`config.mk`:
```
export PLATFORM = sky130hd
export DESIGN_NAME = m_clk_divider
export DESIGN_NICKNAME = d
export VERILOG_FILES = /design/src/rtl/m_clk_divider_pkg.sv /design/src/rtl/m_clk_divider_ch.sv /design/src/rtl/m_clk_divider.sv
export SDC_FILE = /design/constraint.sdc
export NUM_CORES = 1
export LEC_CHECK = 0
export ABC_AREA = 1
export CAP_MARGIN = 20
export CORE_MARGIN = 3
export CORE_UTILIZATION = 55
export DETAILED_ROUTE_END_ITERATION = 6
export GPL_ROUTABILITY_DRIVEN = 1
export GPL_TIMING_DRIVEN = 0
export PLACE_DENSITY_LB_ADDON = 0.15
export SETUP_SLACK_MARGIN = 0.3
export SYNTH_ARGS = -nofsm -noshare
export SYNTH_HDL_FRONTEND = slang
export SYNTH_HIERARCHICAL = 1
export SYNTH_SLANG_ARGS = --single-unit
```
`constraint.sdc`:
```
create_clock -name w_clk -period 3 [get_ports w_clk]
set_input_delay 0.6 -clock w_clk [delete_from_list [all_inputs] [get_ports w_clk]]
set_output_delay 0.6 -clock w_clk [all_outputs]
set_load 0.02 [all_outputs]
```
`src/rtl/m_clk_divider_pkg.sv`:
```
// Shared constants for the multi-channel clock divider.
package m_clk_divider_pkg;

    localparam int DEF_NCH      = 4;   // number of divider channels
    localparam int DEF_CW       = 16;  // half-period counter width
    localparam int DEF_HALF_CYC = 50;  // half-period loaded at reset
    localparam int CYC_W        = 32;  // free-running cycle counter width

endpackage

```
`src/rtl/m_clk_divider_ch.sv`:
```
// One divider channel: half-period register, counter, square-wave output and rise tick.
module m_clk_divider_ch
    import m_clk_divider_pkg::*;
#(
    parameter int CW       = DEF_CW,
    parameter int DEF_HALF = DEF_HALF_CYC
) (
    input  logic          w_clk,
    input  logic          w_rst_n,
    input  logic          w_we,
    input  logic [CW-1:0] w_half,
    input  logic          w_en,
    output logic          r_out,
    output logic          r_tick
);

    // A programmed half-period of zero behaves like one so the output never stalls.
    function automatic logic [CW-1:0] eff_half(input logic [CW-1:0] h);
        return (h == '0) ? CW'(1) : h;
    endfunction

    logic [CW-1:0] half;
    logic [CW-1:0] cnt;
    logic          term;

    assign term = (cnt == (eff_half(half) - CW'(1)));

    // Disable dominates, then a config write (restarts the count, holds the level), then counting.
    always_ff @(posedge w_clk) begin
        if (!w_rst_n) begin
            half   <= CW'(DEF_HALF);
            cnt    <= '0;
            r_out  <= 1'b0;
            r_tick <= 1'b0;
        end else if (!w_en) begin
            if (w_we) begin
                half <= w_half;
            end
            cnt    <= '0;
            r_out  <= 1'b0;
            r_tick <= 1'b0;
        end else if (w_we) begin
            half   <= w_half;
            cnt    <= '0;
            r_tick <= 1'b0;
        end else if (term) begin
            cnt    <= '0;
            r_out  <= ~r_out;
            r_tick <= ~r_out;
        end else begin
            cnt    <= cnt + CW'(1);
            r_tick <= 1'b0;
        end
    end

endmodule

```
`src/rtl/m_clk_divider.sv`:
```
// Multi-channel programmable clock divider with a free-running cycle counter.
module m_clk_divider
    import m_clk_divider_pkg::*;
#(
    parameter int NCH      = DEF_NCH,
    parameter int CW       = DEF_CW,
    parameter int DEF_HALF = DEF_HALF_CYC,
    localparam int CHW     = (NCH > 1) ? $clog2(NCH) : 1
) (
    input  logic             w_clk,
    input  logic             w_rst_n,
    input  logic             w_we,
    input  logic [CHW-1:0]   w_ch,
    input  logic [CW-1:0]    w_half,
    input  logic [NCH-1:0]   w_en,
    output logic [NCH-1:0]   r_out,
    output logic [NCH-1:0]   r_tick,
    output logic [CYC_W-1:0] r_cycles
);

    // Free-running cycle count since reset, wraps naturally.
    always_ff @(posedge w_clk) begin
        if (!w_rst_n) begin
            r_cycles <= '0;
        end else begin
            r_cycles <= r_cycles + CYC_W'(1);
        end
    end

    // Writes addressing a nonexistent channel match no index and are dropped.
    for (genvar i = 0; i < NCH; i++) begin : g_ch
        logic sel;
        assign sel = w_we && (w_ch == CHW'(i));

        m_clk_divider_ch #(
            .CW       (CW),
            .DEF_HALF (DEF_HALF)
        ) u_ch (
            .w_clk   (w_clk),
            .w_rst_n (w_rst_n),
            .w_we    (sel),
            .w_half  (w_half),
            .w_en    (w_en[i]),
            .r_out   (r_out[i]),
            .r_tick  (r_tick[i])
        );
    end

endmodule

```
==> metrics.txt <==
# TYPE chip_impl_metric gauge
chip_impl_metric{name="final_net_count",unit=""} 1754
chip_impl_metric{name="number_of_global_route_vias_before_repair",unit=""} 9603
chip_impl_metric{name="setup_violations",unit=""} 0
chip_impl_metric{name="drt-pass1-iter-count",unit=""} 7
chip_impl_metric{name="synth.avg_cell_area",unit="µm²"} 6.61
chip_impl_metric{name="drt-vias-per-instance",unit=""} 5.34
chip_impl_info{name="tritoncts",value="built"} 1
chip_impl_metric{name="synth_top_cell_area_share",unit="%"} 32.0
chip_impl_metric{name="power.static_leakage",unit="nW"} 5.46
chip_impl_info{name="holdCritPathClass",value="reg -> reg"} 1
chip_impl_metric{name="grt_antenna_before_repair",unit=""} 0
chip_impl_metric{name="power.ir.vdd_worst",unit="µV"} 365
chip_impl_metric{name="grt_overflow",unit=""} 0
chip_impl_info{name="post_synth_main_area_contributors",value="sky130_fd_sc_hd__dfxtp_1 32%, sky130_fd_sc_hd__nand2_1 12%, sky130_fd_sc_hd__nor2_1 9.6%"} 1
chip_impl_info{name="reg2reg_from",value="g_ch[0].u_ch/half[5]"} 1
chip_impl_metric{name="floorplan.die_area",unit="µm²"} 20800
chip_impl_metric{name="critPathRequiredTime",unit="ns"} 3.30
chip_impl_info{name="outcome",value="finished with violations"} 1
chip_impl_info{name="synthFlopType",value="sky130_fd_sc_hd__dfxtp_1"} 1
chip_impl_metric{name="postRouteWirelength",unit="µm"} 28400
chip_impl_metric{name="dr_vias",unit=""} 10500
chip_impl_metric{name="r2r_cells",unit=""} 16
chip_impl_metric{name="max_cap_violations",unit=""} 0
chip_impl_metric{name="timing.slew.headroom",unit="%"} 26.7
chip_impl_metric{name="critPathMaxStageDelay",unit="ns"} 0.86
chip_impl_metric{name="cts_buffer_depth",unit=""} 2
chip_impl_metric{name="fin_setup_tns",unit="ns"} 0
chip_impl_metric{name="timing.critical_path.fanout_max",unit=""} 10
chip_impl_metric{name="grt_first_pass_wirelength",unit="µm"} 45200
chip_impl_metric{name="insertion_delay",unit="ns"} 0.43
chip_impl_metric{name="worst_slew_pin_slew",unit="ns"} 1.09
chip_impl_metric{name="hold-path-cell-count",unit=""} 1
chip_impl_metric{name="numCtsBuffers",unit=""} 17
chip_impl_metric{name="async_reset_ff_share",unit="%"} 0
chip_impl_metric{name="floorplan.die.width",unit="µm"} 144
chip_impl_metric{name="min_period_over_period",unit="%"} 90.0
chip_impl_metric{name="effective_utilization_at_floorplan",unit="%"} 57.2
chip_impl_info{name="hold-path-endpoint",value="r_cycles[0]"} 1
chip_impl_metric{name="io_buffers",unit=""} 64
chip_impl_metric{name="final_cell_count_no_fill",unit=""} 1962
chip_impl_metric{name="clk_pin_slew",unit="ns"} 0.07
chip_impl_info{name="critical_path_class",value="in -> reg"} 1
chip_impl_metric{name="detail-route-antenna-nets",unit=""} 0
chip_impl_metric{name="power_density",unit="nW/µm²"} 426
chip_impl_metric{name="postSynthNetCount",unit=""} 1627
chip_impl_metric{name="die_height",unit="µm"} 144
chip_impl_metric{name="drive_gt1_share",unit="%"} 18.1
chip_impl_metric{name="dpl.cell_count",unit=""} 1887
chip_impl_metric{name="grt_max_degree",unit=""} 28
chip_impl_metric{name="cts-hold-fix-buffers",unit=""} 0
chip_impl_metric{name="max_freq",unit="GHz"} 0.370
chip_impl_metric{name="setup.reg_to_reg.worst_slack",unit="ns"} 0.45
chip_impl_metric{name="detail_route.wl_per_cell",unit="µm"} 14.5
chip_impl_info{name="end_kind",value="flip-flop"} 1
chip_impl_metric{name="dp.final_hpwl",unit="µm"} 20600
chip_impl_metric{name="yosys_register_bits",unit=""} 168
chip_impl_metric{name="yosys_warnings",unit=""} 6
chip_impl_info{name="netlist.top_cell.by_area",value="sky130_fd_sc_hd__dfxtp_1"} 1
chip_impl_metric{name="drc_errors",unit=""} 3
chip_impl_info{name="crit_chain",value="clkdlybuf4s50_1, inv_1, nor3_1, inv_1, clkbuf_1, o21ai_0, a21oi_1"} 1
chip_impl_metric{name="report.final.slew_viol_count",unit=""} 0
chip_impl_info{name="violations",value="design-rule violations"} 1
chip_impl_metric{name="grt_use_total",unit="%"} 26.8
chip_impl_metric{name="synth_enable_flop_cells",unit=""} 0
chip_impl_metric{name="cts_h_tree_depth",unit=""} 4
chip_impl_metric{name="gp_congestion",unit=""} 0.955
chip_impl_info{name="hold_path.startpoint",value="r_cycles[0]"} 1
chip_impl_metric{name="proportion_of_synthesized_chip_area_in_sequential_cells",unit="%"} 32.0
chip_impl_info{name="rsz0062_at_grt",value="true"} 1
chip_impl_metric{name="placementRows",unit=""} 49
chip_impl_info{name="cts_root_buf",value="sky130_fd_sc_hd__clkbuf_16"} 1
chip_impl_info{name="cpMaxStageDelayCell",value="sky130_fd_sc_hd__nor3_1"} 1
chip_impl_metric{name="final.min_clock_period",unit="ns"} 2.70
chip_impl_info{name="critical_path.most_common_cell",value="sky130_fd_sc_hd__inv_1"} 1
chip_impl_metric{name="drt_iter0_drc",unit=""} 880
chip_impl_metric{name="postSynthCellCount",unit=""} 1593
chip_impl_info{name="crit_path_start_kind",value="input port"} 1
chip_impl_metric{name="clock_skew",unit="ns"} 0.0104
chip_impl_metric{name="timing_hold_violations_final",unit=""} 0
chip_impl_metric{name="critical_path_arrival",unit="ns"} 3.00
chip_impl_metric{name="clkSinkCount",unit=""} 168
chip_impl_metric{name="synth.distinct_cells",unit=""} 35
chip_impl_info{name="capture_instance_of_the_worst_register_to_register_path",value="g_ch[0].u_ch/cnt[1]"} 1
chip_impl_metric{name="ios",unit=""} 65
chip_impl_metric{name="fillerInstances",unit=""} 1584
chip_impl_metric{name="areaGrowthSynthToFinish",unit="%"} 22.5
chip_impl_metric{name="diodes",unit=""} 0
chip_impl_metric{name="syn_area",unit="µm²"} 10500
chip_impl_metric{name="finalPower",unit="mW"} 5.50
chip_impl_metric{name="core_region_area",unit="µm²"} 18400
-- synthesized netlist by cell type (3+ instances only) --
cell	number
sky130_fd_sc_hd__nor3_1	5
sky130_fd_sc_hd__nor3_2	3
sky130_fd_sc_hd__nor3b_1	7
sky130_fd_sc_hd__nor2_1	269
sky130_fd_sc_hd__o21ai_0	78
sky130_fd_sc_hd__ha_1	9
sky130_fd_sc_hd__dfxtp_1	168
sky130_fd_sc_hd__nor4_1	6
sky130_fd_sc_hd__o21ai_1	3
sky130_fd_sc_hd__xnor2_1	32
sky130_fd_sc_hd__o211ai_1	4
sky130_fd_sc_hd__nand3b_1	3
sky130_fd_sc_hd__xor2_1	70
sky130_fd_sc_hd__nand2_1	348
sky130_fd_sc_hd__nand4_2	3
sky130_fd_sc_hd__nand2_2	13
sky130_fd_sc_hd__and3_1	3
sky130_fd_sc_hd__nand3_2	8
sky130_fd_sc_hd__nand3_1	133
sky130_fd_sc_hd__nor2_2	59
sky130_fd_sc_hd__buf_12	4
sky130_fd_sc_hd__inv_2	3
sky130_fd_sc_hd__clkbuf_1	17
sky130_fd_sc_hd__nand2_4	17
sky130_fd_sc_hd__a21oi_1	64
sky130_fd_sc_hd__inv_1	197
sky130_fd_sc_hd__nor2_4	26
sky130_fd_sc_hd__nand4_1	31
-- stage by stage --
step                      util, %  hold WS, ns  cell area, µm²  setup slack, ns
after global routing         70.1        0.501           12900            0.244
after global placement       62.3        0.446           11500          -0.0510
after CTS                    66.8        0.469           12300            0.303
final                        70.1        0.466           12900            0.299
after detailed placement     62.4        0.453           11500          -0.0535
after floorplan                 -        0.450           10500            0.582
-- cell usage in the layout (no fill, tap or decap), types with 6 or more instances in the layout --
master                              n
sky130_fd_sc_hd__nand2_1          340
sky130_fd_sc_hd__nor2_1           247
sky130_fd_sc_hd__inv_1            194
sky130_fd_sc_hd__nand3_1          131
sky130_fd_sc_hd__dfxtp_1          116
sky130_fd_sc_hd__o21ai_0           77
sky130_fd_sc_hd__nor2_2            68
sky130_fd_sc_hd__xor2_1            67
sky130_fd_sc_hd__a21oi_1           64
sky130_fd_sc_hd__clkdlybuf4s50_1   64
sky130_fd_sc_hd__nor2_4            39
sky130_fd_sc_hd__buf_4             38
sky130_fd_sc_hd__dfxtp_2           35
sky130_fd_sc_hd__xnor2_1           31
sky130_fd_sc_hd__nand4_1           31
sky130_fd_sc_hd__nand2_4           20
sky130_fd_sc_hd__clkbuf_16         20
sky130_fd_sc_hd__nand2_2           18
sky130_fd_sc_hd__clkbuf_1          17
sky130_fd_sc_hd__dfxtp_4           17
sky130_fd_sc_hd__nand3_2           10
sky130_fd_sc_hd__inv_2              6
sky130_fd_sc_hd__nor4_1             6
-- repair_timing --
item                                   in CTS  in global routing
buffers inserted                            6                 34
setup endpoints to repair                  58                 71
pin swaps                                   7                 42
gates resized for setup                    45                 93
gates cloned                                0                  3
endpoints found under the hold margin       0                  0
-- logic make-up after synthesis --
logic type | Yosys count | synth area share (%)
flops | 168 | 32.0
simple gates | 940 | 42.6
xor+xnor | 102 | 8.49
compound gates | 152 | 7.39
fa+ha+maj | 9 | 1.07
buf+inv | 222 | 8.54
-- registers in the layout, indices dropped and copies added, names as in the netlist --
register,flops
g_ch.u_ch/cnt,64
g_ch.u_ch/half,64
r_cycles,32
g_ch.u_ch/r_out,4
g_ch.u_ch/r_tick,4
-- final cells by class --
class | instances | area (µm²) | area share (%)
Multi-Input combinational cell | 1203 | 6540 | 50.7
Sequential cell | 168 | 3470 | 26.9
Timing Repair Buffer | 108 | 1060 | 8.22
Inverter | 200 | 751 | 5.82
Clock buffer | 19 | 453 | 3.51
Tap cell | 229 | 287 | 2.22
Clock inverter | 13 | 193 | 1.49
Buffer | 22 | 148 | 1.14
-- routing by layer --
metal	GRT usage (%)	part of all wire, %
met1	35.0	44
met4	10.1	2.6
met5	0	0
met3	4.93	6.6
met2	44.4	47
-- power breakdown --
part | total (mW) | internal, mW | leakage (nW) | switching (mW)
clock | 2.42 | 1.45 | 0.316 | 0.971
combinational | 0.707 | 0.284 | 3.76 | 0.423
sequential | 2.37 | 2.28 | 1.38 | 0.0876
total | 5.50 | 4.02 | 5.46 | 1.48
-- worst max-delay path by stage --
stage / start / to
floorplan: g_ch[3].u_ch/half[4] / g_ch[3].u_ch/cnt[0]
global placement: w_ch[1] / g_ch[2].u_ch/half[2]
detailed placement: w_ch[1] / g_ch[2].u_ch/half[2]
CTS: g_ch[1].u_ch/half[9] / g_ch[1].u_ch/cnt[15]
global route: g_ch[2].u_ch/half[12] / g_ch[2].u_ch/cnt[10]
finish: w_ch[1] / g_ch[2].u_ch/half[2]
-- worst max-delay path: cells and delay by family --
kind            cells  cell delay, ns
simple gates        1            0.86
compound gates      2            0.32
buf+inv             4            1.22
Power figures use the tool's default switching activity.
